<file path="config.mk">
export PLATFORM = sky130hd
export DESIGN_NAME = io_port_agent
export DESIGN_NICKNAME = d
export VERILOG_FILES = /design/src/rtl/io_port_agent.sv
export SDC_FILE = /design/constraint.sdc
export NUM_CORES = 1
export LEC_CHECK = 0
export CORE_MARGIN = 3
export CORE_UTILIZATION = 45
export CTS_CLUSTER_SIZE = 40
export DETAILED_ROUTE_END_ITERATION = 10
export PLACE_DENSITY = 0.66
export SLEW_MARGIN = 25
export SYNTH_ARGS = -nofsm -noshare
export SYNTH_HDL_FRONTEND = slang
export SYNTH_SLANG_ARGS = --single-unit
</file>
<file path="constraint.sdc">
create_clock -name clk -period 3.46 [get_ports clk]
set_input_delay 0.519 -clock clk [delete_from_list [all_inputs] [get_ports clk]]
set_output_delay 0.519 -clock clk [all_outputs]
set_load 0.01 [all_outputs]
</file>
<file path="src/rtl/io_port_agent.sv">
// rtl/io_port_agent.sv - CPU I/O port agent: host->CPU in-FIFO, CPU->host out-FIFO, sticky errors.
// Optional stall FSM (stop_req to datapath) enabled by defining IO_PORT_STALL_EN.
module io_port_agent #(
  parameter int DEPTH = 4
) (
  input  logic        clk,
  input  logic        clr,
  input  logic        host_wr_valid,
  input  logic [31:0] host_wr_data,
  output logic        host_wr_ready,
  output logic [31:0] in_port_data,
  output logic        in_port_avail,
  input  logic        in_port_strb,
  input  logic [31:0] out_port_data,
  input  logic        out_port_strb,
  output logic        host_rd_valid,
  output logic [31:0] host_rd_data,
  input  logic        host_rd_ready,
  output logic        err_underrun,
  output logic        err_overrun,
  input  logic        err_clr,
  output logic        stop_req
);

  localparam int AW = (DEPTH > 1) ? $clog2(DEPTH) : 1;
  localparam int CW = AW + 1;
  localparam logic [CW-1:0] FULL_CNT = CW'(DEPTH);

  logic [31:0]   in_mem_q  [DEPTH];
  logic [31:0]   out_mem_q [DEPTH];

  logic [AW-1:0] in_wr_ptr_q, in_wr_ptr_d, in_rd_ptr_q, in_rd_ptr_d;
  logic [CW-1:0] in_cnt_q, in_cnt_d;
  logic [AW-1:0] out_wr_ptr_q, out_wr_ptr_d, out_rd_ptr_q, out_rd_ptr_d;
  logic [CW-1:0] out_cnt_q, out_cnt_d;
  logic          err_underrun_q, err_underrun_d;
  logic          err_overrun_q, err_overrun_d;

  logic in_empty, in_full, out_empty, out_full;
  logic in_push, in_pop, out_push, out_pop;
  logic underrun_set, overrun_set;

  // Status flags derive from registered occupancy only.
  assign in_empty  = (in_cnt_q == '0);
  assign in_full   = (in_cnt_q == FULL_CNT);
  assign out_empty = (out_cnt_q == '0);
  assign out_full  = (out_cnt_q == FULL_CNT);

  assign host_wr_ready = ~in_full;
  assign in_port_avail = ~in_empty;
  assign host_rd_valid = ~out_empty;
  assign in_port_data  = in_empty  ? 32'h0 : in_mem_q[in_rd_ptr_q];
  assign host_rd_data  = out_empty ? 32'h0 : out_mem_q[out_rd_ptr_q];
  assign err_underrun  = err_underrun_q;
  assign err_overrun   = err_overrun_q;

  // A full in-FIFO refuses a push even with a same-cycle pop, because ready is registered-state based.
  assign in_push  = host_wr_valid & host_wr_ready;
  assign in_pop   = in_port_strb & in_port_avail;
  assign out_push = out_port_strb & ~out_full;
  assign out_pop  = host_rd_valid & host_rd_ready;

`ifdef IO_PORT_STALL_EN
  localparam logic [1:0] ST_RUN      = 2'd0;
  localparam logic [1:0] ST_WAIT_IN  = 2'd1;
  localparam logic [1:0] ST_WAIT_OUT = 2'd2;

  logic [1:0] state_q, state_d;
  logic       stop_req_q, stop_req_d;

  // With stalling, a blocked strobe is re-issued by the datapath, so nothing is ever flagged.
  assign underrun_set = 1'b0;
  assign overrun_set  = 1'b0;
  assign stop_req     = stop_req_q;

  // Stall FSM next state: an empty read takes priority over a full write.
  always_comb begin
    state_d = state_q;
    case (state_q)
      ST_RUN: begin
        if (in_port_strb && in_empty)       state_d = ST_WAIT_IN;
        else if (out_port_strb && out_full) state_d = ST_WAIT_OUT;
      end
      ST_WAIT_IN:  if (!in_empty) state_d = ST_RUN;
      ST_WAIT_OUT: if (!out_full) state_d = ST_RUN;
      default:     state_d = ST_RUN;
    endcase
    stop_req_d = (state_d != ST_RUN);
  end

  // Stall FSM state and registered stop request.
  always_ff @(posedge clk or negedge clr) begin
    if (!clr) begin
      state_q    <= ST_RUN;
      stop_req_q <= 1'b0;
    end else begin
      state_q    <= state_d;
      stop_req_q <= stop_req_d;
    end
  end
`else
  // Without stalling, empty reads and full writes are recorded in the sticky flags.
  assign underrun_set = in_port_strb & in_empty;
  assign overrun_set  = out_port_strb & out_full;
  assign stop_req     = 1'b0;
`endif

  // Pointer, occupancy and sticky-flag next state; err_clr beats a same-cycle set.
  always_comb begin
    in_wr_ptr_d    = in_wr_ptr_q  + AW'(in_push);
    in_rd_ptr_d    = in_rd_ptr_q  + AW'(in_pop);
    in_cnt_d       = in_cnt_q     + CW'(in_push) - CW'(in_pop);
    out_wr_ptr_d   = out_wr_ptr_q + AW'(out_push);
    out_rd_ptr_d   = out_rd_ptr_q + AW'(out_pop);
    out_cnt_d      = out_cnt_q    + CW'(out_push) - CW'(out_pop);
    err_underrun_d = err_underrun_q | underrun_set;
    err_overrun_d  = err_overrun_q  | overrun_set;
    if (err_clr) begin
      err_underrun_d = 1'b0;
      err_overrun_d  = 1'b0;
    end
  end

  // Control state registers; reset empties both FIFOs.
  always_ff @(posedge clk or negedge clr) begin
    if (!clr) begin
      in_wr_ptr_q    <= '0;
      in_rd_ptr_q    <= '0;
      in_cnt_q       <= '0;
      out_wr_ptr_q   <= '0;
      out_rd_ptr_q   <= '0;
      out_cnt_q      <= '0;
      err_underrun_q <= 1'b0;
      err_overrun_q  <= 1'b0;
    end else begin
      in_wr_ptr_q    <= in_wr_ptr_d;
      in_rd_ptr_q    <= in_rd_ptr_d;
      in_cnt_q       <= in_cnt_d;
      out_wr_ptr_q   <= out_wr_ptr_d;
      out_rd_ptr_q   <= out_rd_ptr_d;
      out_cnt_q      <= out_cnt_d;
      err_underrun_q <= err_underrun_d;
      err_overrun_q  <= err_overrun_d;
    end
  end

  // Storage arrays are not reset; the empty flags mask stale contents.
  always_ff @(posedge clk) begin
    if (in_push)  in_mem_q[in_wr_ptr_q]   <= host_wr_data;
    if (out_push) out_mem_q[out_wr_ptr_q] <= out_port_data;
  end

endmodule

</file>
==> results.py, run 1 <==
metrics = {
    "clock_network": {
        "cts_sinks": 272,
        "clkTransAtPathRegs_ns": 0.06,
        "cts_buffers": 28,
        "clk_latency_ns": 0.52,
        "cts_tree": "yes",
        "ctsResizeCount": 0,
        "h-tree-depth": 1,
        "holdBufCountCts": 0,
        "clock_path_buffers": 3,
        "cts_setup_buffers": 0,
        "clock-root-buffer": "clkbuf_16",
    },
    "outcome": {
        "run_status": "complete, no violations",
    },
    "worst_setup_path": {
        "start_kind": "flop",
        "critPathRequiredTime_ns": 2.94,
        "rr_startpoint": "in_cnt_q[1]",
        "end_kind": "output pin",
        "worst_r2r_endpoint": "in_cnt_q[2]",
        "reg2reg_slack_ns": 1.12,
        "worstPathMaxFanout": 18,
        "reg2reg_depth": 8,
        "crit_type": "flop to output pin",
        "worstPathArrival_ns": 2.73,
    },
    "grt": {
        "grt_max_degree": 37,
        "grt_pass1_vias": 5397,
        "grt_pass1_wl_um": 30290,
        "grt-ovfl-total": 0,
        "grt_antenna_before_repair": 2,
        "gr-usage-all-layers": 0.1533,
    },
    "timing": {
        "period_share": 0.9389,
        "maxSlewViolCount": 0,
        "min_period_ns": 3.249,
        "max_freq_ghz": 0.3078,
        "slew_headroom": 0.5018,
        "worst_pin_slew_ns": 0.7450,
        "setup_tns_ns": 0,
        "worst_clock_skew_ns": 0.009472,
        "finalHoldViolCount": 0,
        "grt_setup_unrepaired": "no",
        "finalSetupViolations": 0,
    },
    "final_layout": {
        "syn2layout_area_growth_pct": 24.96,
        "drive_gt1_frac": 0.1831,
        "post-route-util": 0.5760,
        "final.fill_count": 1702,
        "layoutNonFillerInstCount": 966,
        "nNetsFinal": 710,
    },
    "synth": {
        "synth_cell_types": 28,
        "syn-num-nets": 550,
        "synth_compound_area_frac": 0.002020,
        "syn_area_mm2": 0.01053,
        "netlist_instances": 473,
        "syn_area_per_cell_um2": 22.26,
        "ys_seq_elements": 272,
        "synth_seq_area_share": 0.7681,
        "synthTopCellsByArea": "edfxtp_1 (73%), mux4_2 (12%), and2_1 (3.8%)",
        "yosysTopAreaCell": "edfxtp_1",
        "synth-edff-count": 256,
        "synthArstFlopShare": 0.05882,
        "synth_warnings": 0,
        "synth_top_family_by_area": "multiplexers",
        "synth_top_area_frac": 0.7300,
        "synthAdderAreaFrac": 0.008555,
        "synth-simple-area-share": 0.04884,
        "synth.mux.area_fraction": 0.1397,
        "synth_top_flop_cell": "edfxtp_1",
        "synth_xor_xnor_area_share": 0.009981,
    },
    "worst_hold_path": {
        "hold_path.class": "primary input to asynchronous set/reset pin",
    },
    "drt": {
        "ant_nets": 0,
        "dr.first_iter.drc_count": 268,
        "via_per_inst": 5.153,
        "wire_per_inst_um": 19.95,
        "first_pass_iters": 6,
        "drc": 0,
        "wl_um": 19270,
        "num_vias": 4978,
    },
    "floorplanning": {
        "rows": 55,
        "start_util": 0.4609,
        "die_w_um": 159.0,
        "die_area_mm2": 0.02527,
        "core_mm2": 0.02285,
        "ios": 141,
        "die_h_um": 159.0,
    },
    "power_and_ir_drop": {
        "power.total_w": 0.01165,
        "peakVddDrop_mv": 0.5572,
        "p_per_area_mw_per_mm2": 885.6,
        "leakage_nw": 4.353,
    },
    "placement": {
        "place_inst": 916,
        "hpwl_um": 11570,
        "finalWeightedCongestion": 0.7521,
        "portBuffers": 139,
    },
    "run": {
        "drv_cap": 0,
    },
}
==> routing by layer <==
| metal | track usage | wire length [µm] | up-vias | part of all wire |
|---|---|---|---|---|
| met5 | 0 | 13 | - | 0.00067 |
| met4 | 0.04099 | 427 | 2 | 0.022 |
| met3 | 0.03356 | 1052 | 32 | 0.055 |
| met2 | 0.2638 | 9696 | 143 | 0.50 |
| met1 | 0.2005 | 8084 | 2586 | 0.42 |
| li1 | - | - | 2215 | - |
==> cells by family (layout without fill, tap and decap cells) <==
group | Yosys count | in the layout
XOR/XNOR | 12 | 12
multiplexers | 64 | 64
flip-flops | 272 | 272
buffers and inverters | 30 | 207
AO/OA/AOI/OAI | 3 | 3
other | 1 | 4
AND/OR/NAND/NOR | 85 | 85
adder cells (fa/ha/maj) | 6 | 6
==> worst max-delay path by stage <==
stage	cells past startpoint	slack (ns)	startpoint	to
after detailed placement	4	0.70	in_rd_ptr_q[0]	in_port_data[26]
after global routing	4	0.06	out_rd_ptr_q[0]	host_rd_data[31]
final	4	0.21	in_rd_ptr_q[0]	in_port_data[18]
after floorplan	3	0.02	in_cnt_q[2]	in_mem_q[0][0]
after global placement	4	0.69	in_rd_ptr_q[0]	in_port_data[25]
after CTS	4	0.12	in_rd_ptr_q[0]	in_port_data[26]
==> state kept, by name (all words and copies together), names as in the netlist <==
name,flops
err_overrun,1
err_underrun,1
in_cnt_q,3
in_mem_q,128
in_rd_ptr_q,2
in_wr_ptr_q,2
out_cnt_q,3
out_mem_q,128
out_rd_ptr_q,2
out_wr_ptr_q,2
==> critical path, cell delays in order, from the launching register on <==
cell and delay (ns):
dfrtp_2 0.73, buf_12 0.27, mux4_2 0.53, and2_1 0.19, clkdlybuf4s50_1 0.47
==> layout make-up <==
cell class | instances | area (µm²) | share of cell area
Multi-Input combinational cell | 171 | 2263 | 0.1720
Tap cell | 313 | 391.6 | 0.02976
Sequential cell | 272 | 8090 | 0.6148
Inverter | 6 | 22.52 | 0.001712
Clock inverter | 11 | 102.6 | 0.007797
Timing Repair Buffer | 154 | 1529 | 0.1162
Antenna cell | 3 | 7.507 | 0.0005705
Clock buffer | 36 | 752.0 | 0.05715
==> stage by stage <==
stage                     hold slack (ns)  worst slack, ns  cell area (µm²)
after floorplan                    0.2234          0.01596            10550
after global placement             0.4813           0.6858            12300
after detailed placement           0.4777           0.7011            12300
after CTS                          0.4592           0.1175            13150
after global routing               0.4928          0.05808            13150
final                              0.4370           0.2113            13160
==> Yosys cell counts (all sizes together) (4+ instances only) <==
cell,count
edfxtp,256
and2,64
mux4,64
dfrtp,16
buf,15
clkbuf,9
xnor2,9
inv,6
ha,4
nor2,4
nor3b,4
==> power breakdown <==
part	internal [W]	switching (W)	leakage, nW
Clock	0.00166	0.00112	0.416
Sequential	0.00437	0.000309	2.53
Combinational	0.00237	0.00183	1.40
==> cell usage in the layout, fill, tap and decap left out, drive strengths merged <==
master / Yosys / layout
nand3: 3 / 3
a31oi: 1 / 1
a21oi: 1 / 1
nand2: 3 / 3
clkinv: 0 / 8
or3b: 1 / 1
conb: 1 / 1
inv: 6 / 6
mux4: 64 / 64
a21bo: 1 / 1
or3: 1 / 1
dfrtp: 16 / 16
xor2: 3 / 3
nor3b: 4 / 4
and3: 2 / 2
nor2: 4 / 4
edfxtp: 256 / 256
and2: 64 / 64
bufinv: 0 / 2
clkdlybuf4s50: 0 / 139
ha: 4 / 4
buf: 15 / 15
xnor2: 9 / 9
clkbuf: 9 / 36
diode: 0 / 3
nor3: 3 / 3
clkinvlp: 0 / 1
fa: 2 / 2
(Power assumes the default switching activity.)
==> run 2, diff against run 1 <==
--- a/config.mk
+++ b/config.mk
@@ -10,6 +10,7 @@
 export CTS_CLUSTER_SIZE = 40
 export DETAILED_ROUTE_END_ITERATION = 10
 export PLACE_DENSITY = 0.66
+export SKIP_CTS_REPAIR_TIMING = 1
 export SLEW_MARGIN = 25
 export SYNTH_ARGS = -nofsm -noshare
 export SYNTH_HDL_FRONTEND = slang
==> results of run 2 <==
Final layout, timing and power as in run 1 (identical DEF).
==> run 3, diff against run 2 <==
--- a/config.mk
+++ b/config.mk
@@ -6,10 +6,10 @@
 export NUM_CORES = 1
 export LEC_CHECK = 0
 export CORE_MARGIN = 3
-export CORE_UTILIZATION = 45
+export CORE_UTILIZATION = 59
 export CTS_CLUSTER_SIZE = 40
 export DETAILED_ROUTE_END_ITERATION = 10
-export PLACE_DENSITY = 0.66
+export PLACE_DENSITY = 0.81
 export SKIP_CTS_REPAIR_TIMING = 1
 export SLEW_MARGIN = 25
 export SYNTH_ARGS = -nofsm -noshare
==> constraint.sdc (replaced) <==
create_clock -name clk -period 3.9 [get_ports clk]
set_input_delay 0.585 -clock clk [delete_from_list [all_inputs] [get_ports clk]]
set_output_delay 0.585 -clock clk [all_outputs]
set_load 0.01 [all_outputs]
==> run 3 against run 2 <==
Net effect:
- combinational power fell by 11%
- via count rose by 2.4%
- cell count fell by 8.9%
- critical path type unchanged
- largest power group unchanged
==> results.py, run 3 (same netlist as run 1, synthesis figures left out) <==
metrics = {
    "final_layout": {
        "nNetsFinal": 712,
        "syn2layout_area_growth_pct": 24.01,
        "top_regs": "in_mem_q x128, out_mem_q x128",
        "final_common_cell": "edfxtp_1",
        "layoutNonFillerInstCount": 880,
        "final_cell_mix": "edfxtp_1 (256), clkdlybuf4s50_1 (139), and2_1 (64), mux4_2 (56), clkbuf_16 (27)",
        "drive_gt1_frac": 0.1820,
    },
    "clock_network": {
        "h-tree-depth": 1,
        "clkTransAtPathRegs_ns": 0.06,
        "cts_tree": "yes",
        "clock-root-buffer": "clkbuf_16",
        "cts_sinks": 272,
        "clock_path_buffers": 3,
        "clk_latency_ns": 0.52,
        "cts_buffers": 27,
    },
    "timing": {
        "worst_clock_skew_ns": 0.01400,
        "max_freq_ghz": 0.3102,
        "finalHoldViolCount": 0,
        "min_period_ns": 3.224,
        "period_share": 0.8267,
        "worst_pin_slew_ns": 0.9582,
        "maxSlewViolCount": 0,
        "setup_tns_ns": 0,
        "slew_headroom": 0.3612,
        "finalSetupViolations": 0,
        "grt_setup_unrepaired": "no",
    },
    "worst_setup_path": {
        "end_kind": "output pin",
        "critPathRequiredTime_ns": 3.31,
        "cpMaxStageDelayCell": "dfrtp_2",
        "cp_slowest_stage_delay_ns": 0.62,
        "crit_type": "flop to output pin",
        "worstPathArrival_ns": 2.64,
        "critPathBufInv": 2,
        "critPathTopFamily": "buffers and inverters",
        "worstPathMaxFanout": 23,
        "crit_chain": "buf_12 > mux4_2 > and2_1 > clkdlybuf4s50_1",
        "start_kind": "flop",
    },
    "floorplanning": {
        "ios": 141,
        "die_area_mm2": 0.01949,
        "die_h_um": 139.6,
        "die_w_um": 139.6,
        "start_util": 0.6067,
        "core_mm2": 0.01736,
        "rows": 48,
    },
    "grt": {
        "grt_antenna_before_repair": 1,
        "grt-ovfl-total": 0,
        "grt_pass1_vias": 5592,
        "grt_max_degree": 37,
        "gr-usage-all-layers": 0.2133,
        "grt_pass1_wl_um": 31990,
    },
    "placement": {
        "finalWeightedCongestion": 0.6880,
        "place_inst": 831,
        "hpwl_um": 12410,
        "portBuffers": 139,
    },
    "power_and_ir_drop": {
        "leakage_nw": 4.366,
        "intPower_w": 0.007516,
        "power_frac_clock": 0.243,
        "peakVddDrop_mv": 0.4958,
        "seq_power_share": 0.397,
        "p_per_area_mw_per_mm2": 799.2,
        "switchingPower_w": 0.002921,
        "p_comb_frac": 0.359,
        "swShare": 0.2799,
    },
    "drt": {
        "drc": 0,
        "num_vias": 5098,
        "ant_nets": 0,
        "dr.first_iter.drc_count": 359,
        "first_pass_iters": 5,
        "via_per_inst": 5.793,
        "wire_per_inst_um": 22.98,
        "wl_um": 20230,
    },
    "worst_hold_path": {
        "hold_path.class": "primary input to asynchronous set/reset pin",
    },
    "run": {
        "drv_cap": 0,
    },
    "outcome": {
        "run_status": "complete, no violations",
    },
}
[run 3: layout make-up]
| class | instances | area (µm²) |
|---|---|---|
| Sequential cell | 272 | 8090 |
| Fill cell | 915 | 4298 |
| Multi-Input combinational cell | 171 | 2236 |
| Timing Repair Buffer | 157 | 1551 |
| Clock buffer | 34 | 701.9 |
| Tap cell | 225 | 281.5 |
| Clock inverter | 14 | 172.7 |
| Inverter | 6 | 22.52 |
| Antenna cell | 1 | 2.502 |
[run 3: per-stage QoR]
step | utilization | worst slack [ns] | instance area [µm²] | power (W) | hold slack, ns
2_1_floorplan | - | 0.2138 | 10530 | 0.006360 | 0.2894
3_3_place_gp | 0.7018 | 1.187 | 12180 | 0.007861 | 0.4844
3_5_place_dp | 0.7018 | 1.097 | 12180 | 0.007982 | 0.5046
4_1_cts | 0.7522 | 0.6168 | 13060 | 0.01058 | 0.5272
5_1_grt | 0.7522 | 0.5068 | 13060 | 0.01094 | 0.5532
6_report | 0.7524 | 0.6758 | 13060 | 0.01044 | 0.5070
[run 3: per-layer routing]
layer | share of wire | track usage | up-vias
met2 | 0.53 | 0.3692 | 188
li1 | - | - | 2233
met1 | 0.38 | 0.2832 | 2641
met4 | 0.019 | 0.06017 | 2
met5 | 0.00035 | 0 | -
met3 | 0.068 | 0.03986 | 34
[run 3: final timing paths]
path	start	endpoint	cells after the start	slack (ns)
setup / recovery	out_rd_ptr_q[0]	host_rd_data[16]	4	0.68
hold / removal	clr	out_cnt_q[0]	1	0.51
setup reg to reg	out_cnt_q[1]	out_cnt_q[2]	8	1.11
hold reg to reg	err_overrun	err_overrun	2	0.52
max in group asynchronous	clr	out_rd_ptr_q[0]	1	2.88
min in group clk	err_overrun	err_overrun	2	0.52
[run 3: power groups by stage]
stage          combinational, W  sequential [W]  clock, W
2_1_floorplan           0.00228         0.00408         0
5_1_grt                 0.00402         0.00420   0.00272
3_5_place_dp            0.00378         0.00420         0
4_1_cts                 0.00383         0.00416   0.00260
3_3_place_gp            0.00372         0.00414         0
6_report                0.00375         0.00415   0.00254
